===== src/rtl/reg_bank_pkg.sv =====
// Shared types and helpers for the parametrised register bank.
// Holds the clear-engine state encoding and the depth helper.
package reg_bank_pkg;

  typedef enum logic [1:0] {
    ST_INIT  = 2'd0,
    ST_IDLE  = 2'd1,
    ST_CLEAR = 2'd2
  } state_t;

  function automatic int unsigned depth_of(input int unsigned addr_w);
    return 32'd1 << addr_w;
  endfunction

endpackage


===== src/rtl/reg_bank_scoreboard.sv =====
// Per-register pending bits: set on reservation, cleared by writeback, flushed on clear.
// Set has priority over clear so a new producer survives a same-cycle retirement.
module reg_bank_scoreboard
  import reg_bank_pkg::*;
#(
  parameter int ADDR_W = 5,
  parameter int NUM_RD = 2
) (
  input  logic                     i_clock,
  input  logic                     i_reset_n,
  input  logic                     i_flush,
  input  logic                     i_set_en,
  input  logic [ADDR_W-1:0]        i_set_addr,
  input  logic                     i_clr_en,
  input  logic [ADDR_W-1:0]        i_clr_addr,
  input  logic [NUM_RD*ADDR_W-1:0] i_rd_addr,
  output logic [NUM_RD-1:0]        o_pend
);

  localparam int DEPTH = depth_of(ADDR_W);

  logic [DEPTH-1:0] r_pend;

  always_ff @(posedge i_clock) begin
    if (!i_reset_n || i_flush) begin
      r_pend <= '0;
    end else begin
      if (i_clr_en) r_pend[i_clr_addr] <= 1'b0;
      if (i_set_en) r_pend[i_set_addr] <= 1'b1;
    end
  end

  always_comb begin
    o_pend = '0;
    for (int i = 0; i < NUM_RD; i++) begin
      o_pend[i] = r_pend[i_rd_addr[i*ADDR_W +: ADDR_W]];
    end
  end

endmodule


===== src/rtl/reg_bank_param.sv =====
// Register bank with combinational read ports, one write port, bypass, zero register,
// pending scoreboard and a one-entry-per-cycle clear engine run after reset or on request.
module reg_bank_param
  import reg_bank_pkg::*;
#(
  parameter int DATA_W   = 32,
  parameter int ADDR_W   = 5,
  parameter int NUM_RD   = 2,
  parameter bit ZERO_REG = 1'b1,
  parameter bit BYPASS   = 1'b1
) (
  input  logic                     i_clock,
  input  logic                     i_reset_n,
  input  logic [NUM_RD*ADDR_W-1:0] i_rd_addr,
  output logic [NUM_RD*DATA_W-1:0] o_rd_data,
  output logic [NUM_RD-1:0]        o_rd_pend,
  input  logic                     i_wr_en,
  input  logic [ADDR_W-1:0]        i_wr_addr,
  input  logic [DATA_W-1:0]        i_wr_data,
  input  logic                     i_rsv_en,
  input  logic [ADDR_W-1:0]        i_rsv_addr,
  input  logic                     i_clr_req,
  output logic                     o_busy
);

  localparam int DEPTH = depth_of(ADDR_W);

  state_t              r_state;
  state_t              w_state_nxt;
  logic [ADDR_W-1:0]   r_cnt;
  logic [ADDR_W-1:0]   w_cnt_nxt;
  logic                w_clr_wr;
  logic [DATA_W-1:0]   r_mem [DEPTH];

  logic                w_busy;
  logic                w_wr_ok;
  logic                w_rsv_ok;
  logic                w_flush;
  logic [NUM_RD-1:0]   w_hit;
  logic [NUM_RD-1:0]   w_sb_pend;

  assign w_busy   = (r_state != ST_IDLE);
  assign w_wr_ok  = i_wr_en && !w_busy && !(ZERO_REG && (i_wr_addr == '0));
  assign w_rsv_ok = i_rsv_en && !w_busy && !(ZERO_REG && (i_rsv_addr == '0));
  assign w_flush  = (r_state == ST_IDLE) && i_clr_req;
  assign o_busy   = w_busy;

  always_ff @(posedge i_clock) begin
    if (!i_reset_n) begin
      r_state <= ST_INIT;
      r_cnt   <= '0;
    end else begin
      r_state <= w_state_nxt;
      r_cnt   <= w_cnt_nxt;
    end
  end

  always_comb begin
    w_state_nxt = r_state;
    w_cnt_nxt   = r_cnt;
    w_clr_wr    = 1'b0;
    case (r_state)
      ST_INIT, ST_CLEAR: begin
        w_clr_wr = 1'b1;
        if (r_cnt == ADDR_W'(DEPTH - 1)) begin
          w_state_nxt = ST_IDLE;
          w_cnt_nxt   = '0;
        end else begin
          w_cnt_nxt = r_cnt + 1'b1;
        end
      end
      ST_IDLE: begin
        if (i_clr_req) w_state_nxt = ST_CLEAR;
      end
      default: begin
        w_state_nxt = ST_INIT;
        w_cnt_nxt   = '0;
      end
    endcase
  end

  // Array itself is not reset; the clear engine zeroes it after every reset.
  always_ff @(posedge i_clock) begin
    if (i_reset_n) begin
      if (w_clr_wr)     r_mem[r_cnt]     <= '0;
      else if (w_wr_ok) r_mem[i_wr_addr] <= i_wr_data;
    end
  end

  reg_bank_scoreboard #(
    .ADDR_W (ADDR_W),
    .NUM_RD (NUM_RD)
  ) u_scoreboard (
    .i_clock    (i_clock),
    .i_reset_n  (i_reset_n),
    .i_flush    (w_flush),
    .i_set_en   (w_rsv_ok),
    .i_set_addr (i_rsv_addr),
    .i_clr_en   (w_wr_ok),
    .i_clr_addr (i_wr_addr),
    .i_rd_addr  (i_rd_addr),
    .o_pend     (w_sb_pend)
  );

  always_comb begin
    o_rd_data = '0;
    o_rd_pend = '0;
    w_hit     = '0;
    for (int i = 0; i < NUM_RD; i++) begin
      w_hit[i] = BYPASS && w_wr_ok && (i_wr_addr == i_rd_addr[i*ADDR_W +: ADDR_W]);
      if (!w_busy) begin
        if (ZERO_REG && (i_rd_addr[i*ADDR_W +: ADDR_W] == '0))
          o_rd_data[i*DATA_W +: DATA_W] = '0;
        else if (w_hit[i])
          o_rd_data[i*DATA_W +: DATA_W] = i_wr_data;
        else
          o_rd_data[i*DATA_W +: DATA_W] = r_mem[i_rd_addr[i*ADDR_W +: ADDR_W]];
        o_rd_pend[i] = w_sb_pend[i] & ~w_hit[i];
      end
    end
  end

endmodule


===== config.mk =====
export PLATFORM = sky130hd
export DESIGN_NAME = reg_bank_param
export DESIGN_NICKNAME = d
export VERILOG_FILES = /design/src/rtl/reg_bank_pkg.sv /design/src/rtl/reg_bank_scoreboard.sv /design/src/rtl/reg_bank_param.sv
export SDC_FILE = /design/constraint.sdc
export NUM_CORES = 1
export LEC_CHECK = 0
export CAP_MARGIN = 20
export CORE_MARGIN = 4
export CORE_UTILIZATION = 62
export DETAILED_ROUTE_END_ITERATION = 7
export HOLD_SLACK_MARGIN = 0.06
export PLACE_DENSITY = 0.8
export SLEW_MARGIN = 20
export SYNTH_ARGS = -nofsm -noshare
export SYNTH_HDL_FRONTEND = slang
export SYNTH_SLANG_ARGS = --single-unit

===== constraint.sdc =====
create_clock -name i_clock -period 4.9 [get_ports i_clock]
set_clock_uncertainty 0.05 [all_clocks]
set_input_delay 0.98 -clock i_clock [delete_from_list [all_inputs] [get_ports i_clock]]
set_output_delay 0.98 -clock i_clock [all_outputs]
set_load 0.03 [all_outputs]

-- Word-level counts from Yosys, hierarchy flattened
Memories as Yosys holds them, arrays and structs flattened.
Index checks and enable logic that the tools add are counted.
- eq/ne operators: 8
- reduce and logical (&&, ||, !) cells: 22
- multiplexer cells: 35
- $lt $le $gt $ge: 6
- bitwise gates (word level): 7
- $add $sub $neg: 1
- operators by type and width (cell ; count):
    32-bit 2-to-1 mux ; 10
    32-bit bitwise AND ; 1
    32-bit NOT ; 1
    32-bit bitwise OR ; 1
    32-bit OR reduction ; 1
    5-bit by 6-bit < comparator with 1-bit output, second input constant ; 4
    5-bit zero test ; 4
    1-bit 2-to-1 mux ; 15
    1-bit binary-select mux with 5-bit select ; 2
    1-bit demux with 5-bit select ; 2
    5-bit == test ; 2
    5-bit by 1-bit greater-or-equal comparator with 1-bit output, second input constant ; 2
    5-bit 2-to-1 mux ; 2
    5-bit case mux with 2 select lines ; 1
    1-bit logical AND ; 9
    5-bit by 1-bit adder with 5-bit output, second input constant ; 1
    5-bit == test, second input constant ; 1
    1-bit zero test ; 4
    2-bit 2-to-1 mux ; 2
    2-bit inequality test, second input constant ; 2
    2-bit case mux with 2 select lines ; 1
    1-bit bitwise AND ; 2
    2-bit by 1-bit == test with 1-bit output, second input constant ; 1
    2-bit == test, second input constant ; 1
    6 further kinds ; 7
- logic and storage cells: 83
- output and inout port bits: 67
- input bits: 57
- memory bits (writable): 1024
- memories kept: 1
- register bits after elaboration: 39
- memory list (name ; words ; bits a word ; rd ports ; clocked after Yosys merged registers in ; wr ports ; RTL line ; RTL):
    r_mem ; 32 ; 32 ; 2 ; 0 ; 1 ; reg_bank_param.sv:33 ; logic [DATA_W-1:0] r_mem [DEPTH];

-- Logic depth before layout (Yosys ltp)
Gate-level depths: netlist (run 1).
- depth after elaboration: 10
- mapped depth: 10
- depth with buffers taken out: 7

-- Modules after synthesis
From an unflattened synthesis (run 1), not the netlist that was laid out.
- cell total of the unflattened synthesis: 2940
- area, all modules: 50623.6 um^2
- by module, submodules not included (module ; cells an instance ; sequential area each (um^2) ; area an instance (um^2) ; instances):
    reg_bank_param ; 2695 ; 30889.6 ; 48681.7 ; 1
    reg_bank_scoreboard ; 245 ; 640.6 ; 1941.9 ; 1

-- Worst setup path before layout (run 1)
Ideal clock, no wire load.
- path kind: input to register
- start point: input i_wr_addr[1]
- end point: memory r_mem[17][0], enable pin
- stages: 8
- data arrival time: 3.753 ns
- library setup time: 0.421 ns
- data required time: 4.429 ns
- setup slack: 0.676 ns
- buffers on the path: 3
- path through: buf_2 > or2_2 > buf_2 > o2111a_1 > buf_2 > nor4b_1 > a31oi_1 > nor2_1
- cells in the longest elaborated chain, start to end: 9
- elaborated cells between the ends (all ways): 10
- those cells by class: 6 x mux; 4 x reduce/logical
- RTL lines (what ; RTL line ; RTL):
    from (decl) ; reg_bank_param.sv:18 ; input logic [ADDR_W-1:0] i_wr_addr,
    5-bit zero test ; reg_bank_param.sv:43 ; assign w_wr_ok = i_wr_en && !w_busy && !(ZERO_REG && (i_wr_addr == '0));
    1-bit zero test ; reg_bank_param.sv:43 ;
    1-bit logical AND ; reg_bank_param.sv:43 ;
    1-bit 2-to-1 mux ; reg_bank_param.sv:86 ; else if (w_wr_ok) r_mem[i_wr_addr] <= i_wr_data;
    1-bit 2-to-1 mux ; reg_bank_param.sv:85 ; if (w_clr_wr) r_mem[r_cnt] <= '0;
    1-bit 2-to-1 mux ; reg_bank_param.sv:84 ; if (i_reset_n) begin
    1-bit 2-to-1 mux (not written as such) ; reg_bank_param.sv:86 ;
    32-bit OR reduction (no source line) ; n/a ;
    5-bit 2-to-1 mux (no source line) or 1-bit 2-to-1 mux (tied branches) ; n/a ;
    to (decl) ; reg_bank_param.sv:33 ;
Parallel ways exist; a longest one is shown, timed or not.

-- Worst setup path in the final report (run 1)
- start point: input i_wr_addr[2]
- end point: output o_rd_data[11]
- cells in the longest elaborated chain, start to end: 7
- elaborated cells between the ends (all ways): 8
- those cells by class: 1 x eq/ne; 3 x mux; 4 x reduce/logical
- RTL lines (what ; RTL line ; RTL):
    5-bit zero test ; reg_bank_param.sv:43 ;
    1-bit zero test ; reg_bank_param.sv:43 ;
    1-bit logical AND ; reg_bank_param.sv:43 ;
    1-bit logical AND (*) ; reg_bank_param.sv:110 ; w_hit[i] = BYPASS && w_wr_ok && (i_wr_addr == i_rd_addr[i*ADDR_W +: ADDR_W]);
    32-bit 2-to-1 mux (*) ; reg_bank_param.sv:114 ; else if (w_hit[i])
    32-bit 2-to-1 mux (*) ; reg_bank_param.sv:112 ; if (ZERO_REG && (i_rd_addr[i*ADDR_W +: ADDR_W] == '0))
    32-bit 2-to-1 mux (*) ; reg_bank_param.sv:111 ; if (!w_busy) begin
    to (decl) ; reg_bank_param.sv:15 ; output logic [NUM_RD*DATA_W-1:0] o_rd_data,
Every way passes the cells marked *; elsewhere a longest branch is shown, timed or not.

==> results of run 1 <==
-- registers in the layout, summed over array words and instances, names as in the netlist --
| name | flops |
|---|---|
| u_scoreboard.r_pend | 32 |
| r_mem | 1024 |
| r_state | 2 |
| r_cnt | 5 |
-- cells by family (layout without fill, tap and decap cells) --
logic type,Yosys count,in the layout,synth area share [%]
adders and majority gates,2,2,0.0495
and+or+nand+nor,323,323,3.21
other,0,5,0
buffers and inverters,243,538,2.46
xor gates and xnor gates,10,10,0.173
AOI/OAI and AO/OA,504,504,6.99
muxes,701,701,24.7
DFF,1063,1063,62.4
-- power groups by stage --
stage	registers [W]	clock network [W]	logic (W)
finish	0.00990	0.00830	0.00131
global route	0.00990	0.00872	0.00134
CTS	0.00990	0.00830	0.00127
detailed placement	0.0101	0	0.00126
global placement	0.0101	0	0.00124
floorplan	0.0101	0	0.000785
-- cell type report --
cell class | count | area (sq um) | area share (%)
inverters | 10 | 38.8 | 0.0667
multi-input cells | 1540 | 18100 | 31.1
clock inverters | 64 | 716 | 1.23
well taps | 1060 | 1330 | 2.28
flip-flops and latches | 1063 | 31500 | 54.2
clock buffers | 134 | 2820 | 4.85
repair buffers | 330 | 3660 | 6.29
diodes | 5 | 12.5 | 0.0215
-- worst reg2reg max path, cell delays in order (launching register included) --
cell      delay, ns
dfxtp_1        0.32
buf_4          0.19
nor2b_1        0.41
o2111a_2       0.62
nor4bb_1       0.13
a31oi_1        0.84
nor2_4         0.33
buf_12         0.34
-- stage by stage --
step / utilization [%] / area, sq um / power (W) / setup TNS [ns] / setup slack (ns)
after CTS: 72.0 / 58100 / 0.0195 / 0 / 0.0147
final: 72.1 / 58200 / 0.0195 / 0 / 0.0792
after global placement: 67.6 / 54600 / 0.0113 / 0 / 0.0464
after global routing: 72.1 / 58200 / 0.0200 / -0.0325 / -0.0325
after floorplan: - / 50500 / 0.0109 / 0 / 0.676
after detailed placement: 67.6 / 54600 / 0.0114 / 0 / 0.0717
-- cells in the final DEF, fill, tap and decap left out, drive strengths merged, types with 50 or more instances in the layout --
cell           instances
mux4                 436
mux2i                263
o22ai                 91
nor3                  52
nor2                  56
buf                  279
clkdlybuf4s50         50
o21ai                 73
a211oi                64
a21oi                 83
nand2                 83
a211o                 59
o221ai               105
edfxtp              1024
clkbuf               135
-- metal layers --
| metal | part of all wire, % | up-vias | GRT usage, % |
|---|---|---|---|
| li1 | - | 12600 | - |
| met3 | 17 | 807 | 14.1 |
| met2 | 44 | 3628 | 58.1 |
| met5 | 0.015 | - | 0 |
| met1 | 31 | 16900 | 51.4 |
| met4 | 7.0 | 4 | 22.0 |
-- worst paths after layout --
kind | startpoint | end | slack [ns] | depth (start not counted)
max | i_wr_addr[2] | o_rd_data[11] | 0.08 | 9
min | u_scoreboard.r_pend[14]$_SDFF_PP0_ | u_scoreboard.r_pend[14]$_SDFF_PP0_ | 0.44 | 2
max reg2reg | r_state[0]$_SDFFE_PN0P_ | r_mem[22][21]$_DFFE_PP_ | 1.31 | 7
min reg2reg | u_scoreboard.r_pend[14]$_SDFF_PP0_ | u_scoreboard.r_pend[14]$_SDFF_PP0_ | 0.44 | 2
-- repair_timing --
item | CTS | global route
endpoints found under the setup margin | 0 | 5
setup buffers | 0 | 0
hold buffers | 0 | 0
resized for setup | 0 | 7
==> results.json, run 1 <==
{
  "cts-root-buf": "clkbuf_16",
  "core_area_sq_um": 80700,
  "synth_nets": 2905,
  "critPathBufInv": 4,
  "die_w_microns": 293,
  "setup_viol": 0,
  "cap_violations": 0,
  "ys_seq_elements": 1063,
  "place_inst": 4002,
  "die_area_sq_um": 86100,
  "drt_iter0_drc": 6034,
  "die_h_microns": 293,
  "startpoint_type": "primary input",
  "slew-limit-headroom_pct": 24.2,
  "ys_seq_area_share_pct": 62.4,
  "clock.fmax_mhz": 207,
  "hpwl_microns": 95600,
  "pwr-share-comb_pct": 6.7,
  "wl_per_cell_microns": 40.0,
  "synth_top_area_share_pct": 60.9,
  "critPathArrivalTime_ns": 3.79,
  "drc": 0,
  "hold_class": "flip-flop to flip-flop",
  "async_flop_share_pct": 0,
  "finalNetCount": 3110,
  "synth.distinct_cells": 52,
  "synthTopCellsByArea": "edfxtp_1 61%, mux4_2 19%, mux2i_1 5.2%, o221ai_1 1.8%, dfxtp_1 1.5%",
  "whs_ns": 0.440,
  "power_density_nw_per_um2": 335,
  "port_buffers": 123,
  "via_count": 33900,
  "clockPowerShare_pct": 42.5,
  "end_kind": "primary output",
  "synth_area_per_cell_sq_um": 17.7,
  "cts.sinks": 1063,
  "grt_pass1_vias": 33900,
  "critical_path_class": "primary input to primary output",
  "yosysTopAreaCell": "edfxtp_1",
  "rows": 104,
  "synthFlopType": "edfxtp_1",
  "cts_made_buffers": 106,
  "cp_slowest_stage_delay_ns": 0.68,
  "finalMaxSlewViolations": 0,
  "ios": 124,
  "antenna_found_initial": 7,
  "synthMostInstantiatedCell": "edfxtp_1",
  "cp_cell_sequence": "clkdlybuf4s50_1, buf_4, nor3_1, a211o_1, o211ai_1, buf_12, a211oi_1, a211o_1, buf_4",
  "synth_area_sq_um": 50500,
  "drt_first_pass_iters": 8,
  "tightest_slew_ns": 1.13,
  "via_per_inst": 8.06,
  "clk_latency_ns": 0.70,
  "drive_gt1_share_pct": 29.5,
  "synthTopCellsByCount": "1024 x edfxtp_1, 436 x mux4_2, 263 x mux2i_1",
  "ant_nets": 0,
  "layout_min_cycle_time_ns": 4.82,
  "synthCells": 2846,
  "initial_core_util_pct": 62.6,
  "cts_buffer_depth": 3,
  "period_share_pct": 98.4,
  "internal_power_w": 0.0152,
  "p_leak_nw": 17.6,
  "critical-path-top-delay-family": "compound AO/OA/AOI/OAI gates",
  "overflow": 0,
  "clk_pin_slew_ns": 0.06,
  "h-tree-depth": 3,
  "gp_congestion": 0.912,
  "cts_tree": "done",
  "crit_path_max_fanout": 19,
  "grt_usage_pct": 39.3,
  "area_growth_pct": 15.2,
  "p_sw_w": 0.00435,
  "fillers": 4683,
  "switching_share_pct": 22.3,
  "vdd_ir_drop_max_mv": 0.392,
  "grt_max_degree": 55,
  "hold_viol_final": 0,
  "fin_cells": 4206,
  "grt_pass1_wl_microns": 240000,
  "outcome": "finished, final reports clean",
  "power.share.sequential_pct": 50.7,
  "synth-edff-count": 1024,
  "drt-total-wl_microns": 168000,
  "crit_required_ns": 3.87,
  "yosys_warnings": 0,
  "critPathSlowestCell": "a211oi_1"
}
No activity file was read; power rests on OpenSTA's default activity.
==> inputs of run 2 (changes only) <==
--- a/config.mk
+++ b/config.mk
@@ -7,10 +7,10 @@
 export LEC_CHECK = 0
 export CAP_MARGIN = 20
 export CORE_MARGIN = 4
-export CORE_UTILIZATION = 62
+export CORE_UTILIZATION = 55
 export DETAILED_ROUTE_END_ITERATION = 7
 export HOLD_SLACK_MARGIN = 0.06
-export PLACE_DENSITY = 0.8
+export PLACE_DENSITY = 0.72
 export SLEW_MARGIN = 20
 export SYNTH_ARGS = -nofsm -noshare
 export SYNTH_HDL_FRONTEND = slang
==> results.json, run 2 (synthesis gave the netlist of run 1 again) <==
{
  "largest_reg_flops": 1024,
  "vdd_ir_drop_max_mv": 0.311,
  "gp_congestion": 0.905,
  "ant_nets": 0,
  "crit_required_ns": 3.87,
  "finalNetCount": 3100,
  "grt_pass1_vias": 32800,
  "tightest_slew_ns": 1.19,
  "clk_pin_slew_ns": 0.06,
  "hold_class": "flip-flop to flip-flop",
  "cts_buffer_depth": 3,
  "critPathSlowestCell": "a211oi_1",
  "p_leak_nw": 17.6,
  "cts_made_buffers": 107,
  "drc": 0,
  "power.share.sequential_pct": 51.7,
  "p_sw_w": 0.00424,
  "clockPowerShare_pct": 41.6,
  "clk_latency_ns": 0.67,
  "cts-root-buf": "clkbuf_16",
  "cts_tree": "done",
  "end_kind": "primary output",
  "die_area_sq_um": 96800,
  "fillers": 6080,
  "drt-total-wl_microns": 165000,
  "initial_core_util_pct": 55.8,
  "port_buffers": 123,
  "pwr-share-comb_pct": 6.8,
  "antenna_found_initial": 2,
  "final_common_cell": "edfxtp_1",
  "hp-start": "u_scoreboard.r_pend[9]$_SDFF_PP0_",
  "hpwl_microns": 95600,
  "hold_depth": 2,
  "overflow": 0,
  "grt_usage_pct": 33.7,
  "slew-limit-headroom_pct": 20.6,
  "hold_viol_final": 0,
  "wl_per_cell_microns": 38.3,
  "cts_setup_buffers": 0,
  "ios": 124,
  "critical_path_class": "primary input to primary output",
  "period_share_pct": 99.2,
  "layout_common_cells": "1024 x edfxtp_1, 436 x mux4_2, 263 x mux2i_1, 144 x buf_4, 121 x buf_12",
  "critPathArrivalTime_ns": 3.83,
  "r2r_cells": 7,
  "multi_input_area_sq_um": 18000,
  "cts.sinks": 1063,
  "drt_iter0_drc": 5479,
  "via_count": 32800,
  "rsz0062_at_grt": "false",
  "drt_first_pass_iters": 6,
  "r2r_slack_ns": 1.58,
  "clock.fmax_mhz": 206,
  "die_w_microns": 311,
  "startpoint_type": "primary input",
  "cp_slowest_stage_delay_ns": 0.68,
  "top_regs": "r_mem: 1024 flops, u_scoreboard.r_pend: 32 flops, r_cnt: 5 flops",
  "drive_gt1_share_pct": 28.9,
  "hold_path_end": "u_scoreboard.r_pend[9]$_SDFF_PP0_",
  "whs_ns": 0.445,
  "regToRegEndpoint": "r_mem[29][20]$_DFFE_PP_",
  "grt_max_degree": 55,
  "die_h_microns": 311,
  "h-tree-depth": 3,
  "seqCellArea_sq_um": 31500,
  "finalSetupTns_ns": 0,
  "crit_path_max_fanout": 19,
  "power_density_nw_per_um2": 328,
  "rows": 110,
  "cap_violations": 0,
  "internal_power_w": 0.0149,
  "cts_resized": 0,
  "cp_cell_sequence": "clkdlybuf4s50_1, or3_1, o21ai_1, o31ai_4, buf_4, a211oi_1, a211o_1, buf_12",
  "finalMaxSlewViolations": 0,
  "setup_viol": 0,
  "switching_share_pct": 22.1,
  "layout_min_cycle_time_ns": 4.86,
  "regMostFlops": "r_mem",
  "via_per_inst": 7.62,
  "crit-reg2reg-launch": "r_state[0]$_SDFFE_PN0P_",
  "core_area_sq_um": 90600,
  "hold_buffers": 0,
  "grt_pass1_wl_microns": 235000,
  "outcome": "finished, final reports clean",
  "area_growth_pct": 15.9
}
-- run 2: worst max-delay path: cells and delay by family --
| kind | cells | cell delay (ns) |
|---|---|---|
| AO/OA/AOI/OAI | 4 | 1.28 |
| AND/OR/NAND/NOR | 1 | 0.49 |
| buffers and inverters | 3 | 1.06 |
-- run 2: layout make-up --
type	instances	share of cell area, %
Sequential cell	1063	53.9
Tap cell	1176	2.51
Clock inverter	60	0.879
Multi-Input combinational cell	1540	30.8
Clock buffer	132	4.88
Antenna cell	2	0.00855
Inverter	10	0.0663
Timing Repair Buffer	319	6.94
-- run 2: worst max-delay path by stage --
stage                                   endpoint  slack [ns]    startpoint
after global routing                o_rd_data[7]        0.01  i_wr_addr[3]
after floorplan           r_mem[17][0]$_DFFE_PP_        0.68  i_wr_addr[1]
final                              o_rd_data[32]        0.04  i_wr_addr[3]
after global placement             o_rd_data[63]        0.04  i_wr_addr[0]
after detailed placement           o_rd_data[45]        0.17  i_wr_addr[3]
after CTS                          o_rd_data[45]        0.15  i_wr_addr[3]
-- run 2: through the flow --
| stage | setup slack [ns] | power, W | cell area, sq um | utilization (%) | std cells |
|---|---|---|---|---|---|
| global route | 0.0129 | 0.0197 | 58500 | 64.6 | 4300 |
| global placement | 0.0427 | 0.0113 | 55100 | 60.9 | 4108 |
| floorplan | 0.676 | 0.0109 | 50500 | - | 2846 |
| CTS | 0.154 | 0.0192 | 58500 | 64.6 | 4300 |
| finish | 0.0388 | 0.0192 | 58500 | 64.6 | 4302 |
| detailed placement | 0.167 | 0.0114 | 55100 | 60.9 | 4108 |
-- run 2: power groups by stage --
stage | Clock (W) | Sequential, W | Combinational, W
final | 0.00797 | 0.00990 | 0.00130
after global routing | 0.00842 | 0.00990 | 0.00134
after CTS | 0.00802 | 0.00990 | 0.00127
after detailed placement | 0 | 0.0101 | 0.00127
after global placement | 0 | 0.0101 | 0.00126
after floorplan | 0 | 0.0101 | 0.000785
-- run 2: metal layers --
metal / track usage, % / vias up / wire [microns]
met3: 9.56 / 598 / 23300
li1: - / 12600 / -
met1: 45.1 / 16700 / 56100
met5: 0 / - / 276
met2: 51.1 / 2914 / 75100
met4: 17.0 / 6 / 9730
